`config.mk`:
```
export PLATFORM = sky130hd
export DESIGN_NAME = sync_fifo_param
export DESIGN_NICKNAME = d
export VERILOG_FILES = /design/src/rtl/sync_fifo_param.sv
export SDC_FILE = /design/constraint.sdc
export NUM_CORES = 1
export LEC_CHECK = 0
export ABC_AREA = 0
export BUFFER_PORTS_ARGS = -buffer_cell sky130_fd_sc_hd__buf_2
export CAP_MARGIN = 20
export CORE_UTILIZATION = 35
export DETAILED_ROUTE_END_ITERATION = 12
export SLEW_MARGIN = 5
export SYNTH_ARGS = -nofsm -noshare
export SYNTH_HDL_FRONTEND = slang
export SYNTH_SLANG_ARGS = --single-unit
```
`constraint.sdc`:
```
create_clock -name clk -period 3.61 [get_ports clk]
set_input_delay 0.9025 -clock clk [delete_from_list [all_inputs] [get_ports clk]]
set_output_delay 0.9025 -clock clk [all_outputs]
set_load 0.01 [all_outputs]
```
`src/rtl/sync_fifo_param.sv`:
```
// sync_fifo_param: parametrised single-clock FIFO with occupancy count, threshold flags and sticky errors.
// Define FIFO_FWFT_EN for first-word-fall-through reads; otherwise rdata is registered on each pop.
module sync_fifo_param #(
    parameter int DATA_WIDTH = 8,
    parameter int ADDR_WIDTH = 4,
    parameter int AF_LEVEL   = (32'sd1 << ADDR_WIDTH) - 32'sd2,
    parameter int AE_LEVEL   = 2
) (
    input  logic                  clk,
    input  logic                  rst,
    input  logic                  wr_en,
    input  logic [DATA_WIDTH-1:0] wdata,
    input  logic                  rd_en,
    output logic [DATA_WIDTH-1:0] rdata,
    output logic                  rvalid,
    output logic                  full,
    output logic                  empty,
    output logic                  almost_full,
    output logic                  almost_empty,
    output logic [ADDR_WIDTH:0]   count,
    output logic                  overflow,
    output logic                  underflow,
    input  logic                  clr_err
);
    localparam int DEPTH = 32'sd1 << ADDR_WIDTH;
    localparam logic [ADDR_WIDTH:0] PTR_ONE   = {{ADDR_WIDTH{1'b0}}, 1'b1};
    localparam logic [ADDR_WIDTH:0] AF_THRESH = (ADDR_WIDTH + 1)'(AF_LEVEL);
    localparam logic [ADDR_WIDTH:0] AE_THRESH = (ADDR_WIDTH + 1)'(AE_LEVEL);

    logic [DATA_WIDTH-1:0] mem_r [DEPTH];
    logic [ADDR_WIDTH:0]   wptr_r;
    logic [ADDR_WIDTH:0]   rptr_r;
    logic [ADDR_WIDTH:0]   count_r;
    logic [ADDR_WIDTH:0]   wptr_nxt_s;
    logic [ADDR_WIDTH:0]   rptr_nxt_s;
    logic [ADDR_WIDTH:0]   count_nxt_s;
    logic                  full_r;
    logic                  empty_r;
    logic                  almost_full_r;
    logic                  almost_empty_r;
    logic                  overflow_r;
    logic                  underflow_r;
    logic                  wr_acc_s;
    logic                  rd_acc_s;

    // Accept decisions and next-pointer computation; full/empty come from registered state only.
    always_comb begin
        wr_acc_s = wr_en && !full_r;
        rd_acc_s = rd_en && !empty_r;
        if (wr_acc_s) begin
            wptr_nxt_s = wptr_r + PTR_ONE;
        end else begin
            wptr_nxt_s = wptr_r;
        end
        if (rd_acc_s) begin
            rptr_nxt_s = rptr_r + PTR_ONE;
        end else begin
            rptr_nxt_s = rptr_r;
        end
        count_nxt_s = wptr_nxt_s - rptr_nxt_s;
    end

    // Pointers, flags and sticky errors; flags are pre-decoded from next pointers so outputs are flops.
    always_ff @(posedge clk) begin
        if (rst) begin
            wptr_r         <= {(ADDR_WIDTH + 1){1'b0}};
            rptr_r         <= {(ADDR_WIDTH + 1){1'b0}};
            count_r        <= {(ADDR_WIDTH + 1){1'b0}};
            full_r         <= 1'b0;
            empty_r        <= 1'b1;
            almost_full_r  <= 1'b0;
            almost_empty_r <= 1'b1;
            overflow_r     <= 1'b0;
            underflow_r    <= 1'b0;
        end else begin
            wptr_r         <= wptr_nxt_s;
            rptr_r         <= rptr_nxt_s;
            count_r        <= count_nxt_s;
            full_r         <= (wptr_nxt_s[ADDR_WIDTH] != rptr_nxt_s[ADDR_WIDTH]) &&
                              (wptr_nxt_s[ADDR_WIDTH-1:0] == rptr_nxt_s[ADDR_WIDTH-1:0]);
            empty_r        <= (wptr_nxt_s == rptr_nxt_s);
            almost_full_r  <= (count_nxt_s >= AF_THRESH);
            almost_empty_r <= (count_nxt_s <= AE_THRESH);
            // A new error event in the same cycle as clr_err keeps the flag set
            overflow_r     <= (wr_en && full_r) || (overflow_r && !clr_err);
            underflow_r    <= (rd_en && empty_r) || (underflow_r && !clr_err);
        end
    end

    // Storage array, deliberately without reset; writes in the reset cycle are dropped.
    always_ff @(posedge clk) begin
        if (wr_acc_s && !rst) begin
            mem_r[wptr_r[ADDR_WIDTH-1:0]] <= wdata;
        end
    end

`ifdef FIFO_FWFT_EN
    logic [DATA_WIDTH-1:0] rdata_s;

    // Head word shown directly; forced to zero while empty so the output is defined after reset.
    always_comb begin
        if (empty_r) begin
            rdata_s = {DATA_WIDTH{1'b0}};
        end else begin
            rdata_s = mem_r[rptr_r[ADDR_WIDTH-1:0]];
        end
    end

    assign rdata  = rdata_s;
    assign rvalid = !empty_r;
`else
    logic [DATA_WIDTH-1:0] rdata_r;
    logic                  rvalid_r;

    // Registered read port: popped word appears one cycle after the accepted read and is held.
    always_ff @(posedge clk) begin
        if (rst) begin
            rdata_r  <= {DATA_WIDTH{1'b0}};
            rvalid_r <= 1'b0;
        end else begin
            rvalid_r <= rd_acc_s;
            if (rd_acc_s) begin
                rdata_r <= mem_r[rptr_r[ADDR_WIDTH-1:0]];
            end
        end
    end

    assign rdata  = rdata_r;
    assign rvalid = rvalid_r;
`endif

    assign full         = full_r;
    assign empty        = empty_r;
    assign almost_full  = almost_full_r;
    assign almost_empty = almost_empty_r;
    assign count        = count_r;
    assign overflow     = overflow_r;
    assign underflow    = underflow_r;

endmodule

```
# Yosys cells after proc, flatten, opt, wreduce, memory -nomap -nowiden
# Memories as Yosys holds them, arrays and structs flattened. A register that Yosys moved wholly into a read port is not among the register bits.
# Index checks and enable logic that the tools add are counted.
[classes]
eq_ne = 3
add_sub_neg = 3
mux = 4
reduce_logical = 14
order_cmp = 2
[ops]
columns = ["cell", "count"]
rows = [
  ["$add 5x1->5 const B", 2],
  ["$mux 5", 2],
  ["$logic_and 1x1->1", 8],
  ["$eq 5x5->1", 1],
  ["$ge 5x4->1 const B", 1],
  ["$le 5x2->1 const B", 1],
  ["$sub 5x5->5", 1],
  ["$eq 4x4->1", 1],
  ["$logic_not 1->1", 4],
  ["$logic_or 1x1->1", 2],
  ["$mux 1", 2],
  ["$ne 1x1->1", 1],
]
[word_totals]
register_bits = 22
out_inout_bits = 20
mem_bits_rw = 128
inputBits = 13
word_cells = 37
n_memories = 1
[memory_table]
columns = ["memory", "words", "width", "read_ports", "rd_clocked_by_memory_dff", "wr", "line", "source"]
rows = [
  ["mem_r", 16, 8, 1, 1, 1, "30", "logic [DATA_WIDTH-1:0] mem_r [DEPTH];"],
]

# Longest topological paths before layout
# Gate-level depths: netlist of run 1.
[depth]
depth_word = 5
mapped_depth = 11
mapped_depth_nobuf = 10

# Least setup slack after synthesis of run 1
# Ideal clock, no wire load.
[synth_path]
path_type = "input-to-reg"
start = "input rd_en"
end = "register almost_empty_r (netlist: almost_empty)"
required_time_ps = 3494
path_slack_ps = 278
stages = 11
path_buffers = 1
setup_ps = 116
t_arrival_ps = 3216
cell_sequence = "nand2b_1 -> clkbuf_1 -> xnor2_1 -> ha_1 -> inv_1 -> ha_1 -> or2_2 -> maj3_1 -> maj3_1 -> xnor2_1 -> a41o_2"
[synth_between]
elab_chain_cells = 4
[synth_lines]
columns = ["item", "line", "source"]
rows = [
  ["from (decl)", "13", "input logic rd_en,"],
  ["$logic_and 1x1->1", "49", "rd_acc_s = rd_en && !empty_r;"],
  ["$mux 5", "55", "if (rd_acc_s) begin"],
  ["named net rptr_nxt_s[0]", "35", "logic [ADDR_WIDTH:0] rptr_nxt_s;"],
  ["$sub 5x5->5", "60", "count_nxt_s = wptr_nxt_s - rptr_nxt_s;"],
  ["$le 5x2->1", "83", "almost_empty_r <= (count_nxt_s <= AE_THRESH);"],
  ["to (signal assigned)", "83", ""],
  ["to (decl)", "40", "logic almost_empty_r;"],
]
# The timed path passes the listed nets, and every way through them passes these cells.
# A chain may end at the register's enable or synchronous reset.

# Worst setup path in the final report of run 1
[layout_path]
start = "register wptr_r[1]"
end = "register almost_empty_r (netlist: almost_empty)"
[layout_between]
elab_chain_cells = 4
[layout_lines]
columns = ["item", "line", "source"]
rows = [
  ["from (decl)", "31", "logic [ADDR_WIDTH:0] wptr_r;"],
  ["from (signal assigned)", "66", "wptr_r <= {(ADDR_WIDTH + 1){1'b0}};"],
  ["from (signal assigned)", "76", "wptr_r <= wptr_nxt_s;"],
  ["$add 5x1->5", "51", "wptr_nxt_s = wptr_r + PTR_ONE;"],
  ["$mux 5 *", "50", "if (wr_acc_s) begin"],
  ["$sub 5x5->5 *", "60", ""],
  ["$le 5x2->1 *", "83", ""],
]
# Mark *: on every way between the ends. The rest lies on a longest branch, timed or not.

==> summary.md, run 1 <==
| Metric | Value |
|---|---|
| RSZ-0062 raised after global routing | false |
| GRT Total Usage | 14.6% |
| Mapped Cells | 343 |
| Root Buffer | clkbuf_16 |
| Synth area leaders | edfxtp_1 (62%), mux4_2 (14%), dfxtp_1 (9.6%), nor2_1 (2.0%), ha_1 (1.6%) |
| Max-slew violations | 0 |
| Post-DP HPWL | 7710 µm |
| Max Cap Viol | 0 |
| Pin count of the biggest net entering global routing | 34 |
| Vias per Instance | 4.95 |
| Postcts setup bufs | 0 |
| Post-Synthesis Cell Area | 6230 µm² |
| IO Count | 33 |
| Number of remaining DRC errors | 0 |
| Vias in the first global route | 3219 |
| Peak supply drop | 0.291 mV |
| CTS Buf Count | 17 |
| Post-Route WL | 12300 µm |
| Iteration-0 DRC Markers | 252 |
| Async S/R FF share, synth | 0% |
| Worst Skew | 0.0111 ns |
| Top_reg_cell synth | edfxtp_1 |
| First-pass GRT wire length | 18700 µm |
| Critical path data arrival time | 3.38 ns |
| Max H-tree Level | 4 |
| Avg Cell Area, Syn | 18.2 µm² |
| Yosys Warn Count | 0 |
| Pwr Density | 577 nW/µm² |
| # rows | 48 |
| Antenna violations before repair | 0 |
| Fmax | 326 MHz |
| Gpl congestion | 0.740 |
| Share of the synthesized area in the top cell type | 61.7% |
| Die X | 135 µm |
| Worst EP required | 3.93 ns |
| IO buf count | 32 |
| Largest area contributor in the netlist | edfxtp_1 |
| Clock latency on the worst-skew pair | 0.42 ns |
| Share of cells above drive strength 1 | 31.6% |
| Count leader, synth | edfxtp_1 |
| Final setup viols | 0 |
| Final net count | 419 |
| Final ANT Viol Nets | 0 |
| Die area | 18300 µm² |
| DRT Pass-1 Iters | 4 |
| FF+latch count, synth | 158 |
| Syn_nets | 364 |
| GRT Residual Overflow | 0 |
| Worst slew pin tran | 0.809 ns |
| CP startpoint kind | flop |
| Final setup TNS | 0 ns |
| Register area share after synthesis | 71.3% |
| Wire length per cell | 19.4 µm |
| Area growth syn-to-layout | 17.8% |
| Setup CP Type | flop to flop |
| Clock sink count | 158 |
| Leakage power | 0.00245 µW |
| CTS clk-pin slew, worst paths | 0.06 ns |
| Critical Path End Type | flop |
| Fin. Hold Viols | 0 |
| Outcome | complete, no violations |
| Multi-input combinational cell area | 1690 µm² |
| Number of synthesized flops with an enable pin | 128 |
| Core Footprint | 17400 µm² |
| Hold Buf Count CTS | 0 |
| Filler cell count | 1535 |
| TritonCTS clock tree | yes |
| Slew HR | 46.0% |
| Hold/Removal Path Class | flop to flop |
| Sequential cell area | 4450 µm² |
| DIE HEIGHT | 135 µm |
| Max Buffers Root-to-Sink | 2 |
| Initial Util | 35.9% |
| Post-CTS Resized | 0 |
| Max FO, Critical Path | 5 |
| Total number of vias | 3148 |
| ANT cells | 0 |
| Final core utilization | 42.3% |
| Commonest cells in the netlist | edfxtp_1 (128), mux4_2 (40), nor2_1 (33), dfxtp_1 (30), nand2_1 (23) |
| Synth unique cells | 36 |
| Post-layout min period | 3.06 ns |
| Post-route clock period utilization | 84.9% |
-- final timing paths --
| path | startpoint | to | slack [ns] | depth (start not counted) |
|---|---|---|---|---|
| worst max-delay path | wptr_r[1] | almost_empty | 0.55 | 10 |
| worst min-delay path | rdata[3] | rdata[3] | 0.45 | 2 |
| worst min register to register | rdata[3] | rdata[3] | 0.45 | 2 |
| worst max register to register | wptr_r[1] | almost_empty | 0.55 | 10 |
-- state kept, by name (all words and copies together) (netlist names) --
| signal | count |
|---|---|
| almost_empty | 1 |
| almost_full | 1 |
| count | 5 |
| empty | 1 |
| full | 1 |
| mem_r | 128 |
| overflow | 1 |
| rdata | 8 |
| rptr_r | 5 |
| rvalid | 1 |
| underflow | 1 |
| wptr_r | 5 |
-- layout by cell type (no fill, tap or decap), types with 5 or more instances in the layout --
cell / Yosys / routed
xnor2_1: 10 / 10
buf_4: 1 / 21
a21oi_1: 9 / 9
mux4_2: 40 / 40
nand2b_1: 5 / 5
edfxtp_1: 128 / 128
dfxtp_1: 30 / 29
clkbuf_16: 0 / 17
buf_2: 6 / 32
inv_1: 5 / 5
ha_1: 8 / 8
nand2_1: 23 / 23
nor2_1: 33 / 33
-- stage by stage --
| step | hold slack [ns] | power [µW] | std cells | area (µm²) | setup slack (ns) |
|---|---|---|---|---|---|
| floorplan | 0.481 | 2380 | 343 | 6230 | 0.278 |
| global placement | 0.442 | 2510 | 604 | 6760 | 0.213 |
| detailed placement | 0.443 | 2520 | 604 | 6760 | 0.158 |
| CTS | 0.452 | 4280 | 636 | 7340 | 0.544 |
| global route | 0.468 | 4400 | 636 | 7340 | 0.354 |
| finish | 0.451 | 4240 | 636 | 7340 | 0.546 |
-- kinds of logic (layout without fill, tap and decap cells) --
family          count (synthesis)  count (layout)  share of synthesized area, %
mux                            42              42                          14.8
buf+inv                        23              91                          1.57
flops                         158             158                          71.3
fa+ha+maj                      11              11                          2.09
simple gates                   78              78                          6.02
compound gates                 14              14                          1.40
xor+xnor                       17              17                          2.85
-- cell type report --
cell class | instances | share of cell area (%)
flip-flops and latches | 158 | 60.5
repair buffers | 53 | 4.33
clock inverters | 11 | 1.94
well taps | 225 | 3.83
multi-input cells | 162 | 23.0
clock buffers | 21 | 6.00
inverters | 6 | 0.307
-- report_power, final --
group	leakage [µW]	internal, µW	total [µW]	switching, µW
Clock	0.000271	1080	1760	682
Combinational	0.000778	210	431	221
Sequential	0.00140	2020	2040	22.2
Total	0.00245	3310	4240	925
-- routing by layer --
metal / wire [µm] / track usage [%] / up-vias / share of wire (%)
li1: - / - / 1429 / -
met4: 144 / 4.81 / 0 / 1.2
met2: 6140 / 23.4 / 84 / 50
met1: 5460 / 19.1 / 1620 / 44
met3: 593 / 3.97 / 15 / 4.8
met5: 0 / 0 / - / 0
-- critical path, stage by stage (launching register included) --
cell and delay (ns):
dfxtp_1 0.49, inv_1 0.11, ha_1 0.29, mux2i_1 0.26, inv_1 0.09, ha_1 0.21
or2_2 0.32, maj3_1 0.36, maj3_1 0.38, xnor2_1 0.17, a41o_2 0.29
Note: power is estimated with default switching activity, not from simulation.
==> run 2, diff against run 1 <==
Settings changed: ABC_AREA 0 to 1.
Clock period 3.61 ns to 2.8 ns, I/O delays scaled along.
==> run 2 against run 1 <==
Clock skew down 0.0034 ns. Combinational power rose by 49%. Worst setup slack gained 0.028 ns. Clock-buffer cell count fell by 4. Critical path depth grew 4. First-iteration DRC count up 62%. Via count rose by 49%. Total power up 33%. Flip-flop and latch count unchanged.
==> summary.md, run 2 <==
| Metric | Value |
|---|---|
| CTS Buf Count | 17 |
| Yosys Warn Count | 0 |
| Synth Area in Compound Gates | 10.2% |
| Iteration-0 DRC Markers | 409 |
| Area growth syn-to-layout | 16.0% |
| Count leader, synth | edfxtp_1 |
| ANT cells | 0 |
| Post-DP HPWL | 9870 µm |
| Final ANT Viol Nets | 0 |
| Post-Route WL | 16100 µm |
| Peak supply drop | 0.419 mV |
| Post-layout min period | 2.23 ns |
| Max FO, Critical Path | 6 |
| Hold endpoint | underflow |
| IO Count | 33 |
| Mapped Cells | 615 |
| Antenna violations before repair | 0 |
| Worst r2r src | wptr_r[0] |
| Post-route clock period utilization | 79.5% |
| Gpl congestion | 0.853 |
| Bufs and invs on worst path | 4 |
| Setup CP Type | flop to flop |
| Commonest cells in the netlist | edfxtp_1 (128), nor2_1 (115), nand2_1 (79), o21ai_0 (66), nand3_1 (34) |
| Max Buffers Root-to-Sink | 2 |
| Post-Synthesis Cell Area | 6680 µm² |
| Syn_nets | 636 |
| Critical R2R Capture | almost_full |
| Wire length per cell | 17.8 µm |
| Synth area leaders | edfxtp_1 (58%), dfxtp_1 (9.0%), nor2_1 (6.5%), o21ai_0 (4.9%), nand2_1 (4.4%) |
| Final setup TNS | 0 ns |
| Hold/Removal Path Class | flop to flop |
| Hold slack | 0.470 ns |
| Outcome | complete, no violations |
| Hold Buf Count CTS | 0 |
| Max H-tree Level | 4 |
| Number of remaining DRC errors | 0 |
| Final setup viols | 0 |
| Largest family of logic cells by synthesized area | simple AND/OR/NAND/NOR gates |
| Pwr Total | 5640 µW |
| Fmax | 449 MHz |
| Post-CTS Resized | 0 |
| Placed Cells | 873 |
| CP startpoint kind | flop |
| Die X | 140 µm |
| Core Footprint | 18700 µm² |
| Leakage power | 0.00287 µW |
| Async S/R FF share, synth | 0% |
| Mux contribution to synthesized area | 0.150% |
| Critical Path End Type | flop |
| Worst slew pin tran | 0.759 ns |
| Post-synthesis xor/xnor area fraction | 0.131% |
| Critical Path Most Common Cell | inv_1 |
| Die area | 19600 µm² |
| Initial Util | 35.7% |
| Pin count of the biggest net entering global routing | 75 |
| Total number of vias | 4703 |
| Top_reg_cell synth | edfxtp_1 |
| Worst EP required | 3.11 ns |
| Clock latency on the worst-skew pair | 0.43 ns |
| Critical path data arrival time | 2.54 ns |
| IO buf count | 32 |
| Root Buffer | clkbuf_16 |
| Slew HR | 49.4% |
| First-pass GRT wire length | 25500 µm |
| Synth unique cells | 31 |
| DRT Pass-1 Iters | 5 |
| Postcts setup bufs | 0 |
| Final Non-Filler Cells | 905 |
| Crit path cell chain | inv_1 -> ha_1 -> inv_1 -> o21ai_1 -> xor2_1 -> ha_1 -> nor2_1 -> inv_1 -> nand3_4 -> inv_2 -> nand2_2 -> nand2_1 -> nand2_2 -> nand3_1 |
| CTS clk-pin slew, worst paths | 0.06 ns |
| Commonest non-fill, non-tap cell in the layout | edfxtp_1 |
| Worst Skew | 0.00764 ns |
| DIE HEIGHT | 140 µm |
| Synth Area in Simple Gates | 16.6% |
| Vias per Instance | 5.20 |
| Final Worst Setup Slack | 0.574 ns |
| HP Start | underflow |
| Crit path largest cell delay | 0.43 ns |
| Crit-path slowest cell | dfxtp_1 |
| R2R Setup Slk | 0.57 ns |
| Pwr Density | 727 nW/µm² |
| Register area share after synthesis | 66.5% |
| Fin. Hold Viols | 0 |
| Share of the synthesized area in the top cell type | 57.5% |
| Number of synthesized flops with an enable pin | 128 |
| Cells on Worst Hold Path | 2 |
| Largest area contributor in the netlist | edfxtp_1 |
| Largest delay share family, worst path | simple AND/OR/NAND/NOR gates |
| TritonCTS clock tree | yes |
| Max Cap Viol | 0 |
| Avg Cell Area, Syn | 10.9 µm² |
| Max-slew violations | 0 |
| Pre-CTS setup slack | 0.266 ns |
| Share of cells above drive strength 1 | 17.4% |
| Final net count | 679 |
| Max FFs per register | 128 |
| # rows | 50 |
| FF+latch count, synth | 158 |
| GRT Residual Overflow | 0 |
| GRT Total Usage | 17.4% |
| Worst r2r path cells | 14 |
| Commonest cells after routing, fill and taps aside | edfxtp_1 (128), nor2_1 (115), nand2_1 (79), o21ai_0 (66), nand3_1 (34) |
| RSZ-0062 raised after global routing | false |
| Vias in the first global route | 4589 |
| Clock sink count | 158 |
| Adder-Cell Fraction of Synth Area | 1.50% |
[run 2: cell types whose count changed in the layout (fill, tap and decap cells not counted), sizes merged, moves of 6 or more]
cell	delta
inv	+41
o211ai	+16
o22ai	+8
nand2b	-6
a21oi	+10
o21ai	+68
nor2	+85
xnor2	-11
nand2	+68
o32ai	+8
nand3	+38
mux4	-40
[run 2: how the worst max path moves through the flow]
stage | to | slack, ns | startpoint | cells after the start
6_report | almost_full | 0.57 | wptr_r[0] | 14
5_1_grt | almost_full | 0.30 | wptr_r[0] | 14
4_1_cts | almost_empty | 0.57 | wptr_r[0] | 15
3_5_place_dp | almost_empty | 0.27 | rd_en | 16
3_3_place_gp | almost_full | 0.37 | rd_en | 15
2_1_floorplan | almost_full | 0.60 | rd_en | 14
[run 2: final cells by class]
type	count	area [µm²]
tap	234	293
inverter	40	151
sequential	158	4450
multi-input combinational	386	1910
clock inverter	15	178
clock buffer	17	425
fill	1731	11000
timing repair buffer	55	345
[run 2: logic make-up after synthesis]
| family | Yosys count |
|---|---|
| compound gates | 120 |
| xor+xnor | 1 |
| fa+ha+maj | 8 |
| buf+inv | 71 |
| flops | 158 |
| mux | 1 |
| simple gates | 256 |
[run 2: through the flow]
stage	utilization, %	area, µm²
floorplan	-	6680
global placement	38.2	7150
detailed placement	38.2	7150
CTS	41.4	7750
global route	41.4	7750
finish	41.4	7750
[run 2: report_power, final]
group          total [µW]  switching, µW  leakage (µW)  internal, µW
Combinational         644            439       0.00119           205
Sequential           2650           45.8       0.00140          2600
Clock                2340           1000      0.000286          1340
Total                5640           1480       0.00287          4150
[run 2: worst register-to-register path: cells and delay by family, from the launching register on]
family	cells	cell delay (ns)
compound gates	1	0.26
xor+xnor	1	0.12
fa+ha+maj	2	0.51
buf+inv	4	0.29
flops	1	0.43
simple gates	6	0.52
[run 2: routing by layer]
metal | GRT usage [%] | wire length (µm) | vias to the layer above
met5 | 0 | 0 | -
met4 | 5.15 | 146 | 0
met3 | 4.55 | 1110 | 15
met2 | 27.8 | 7570 | 161
met1 | 23.3 | 7280 | 2293
li1 | - | - | 2234
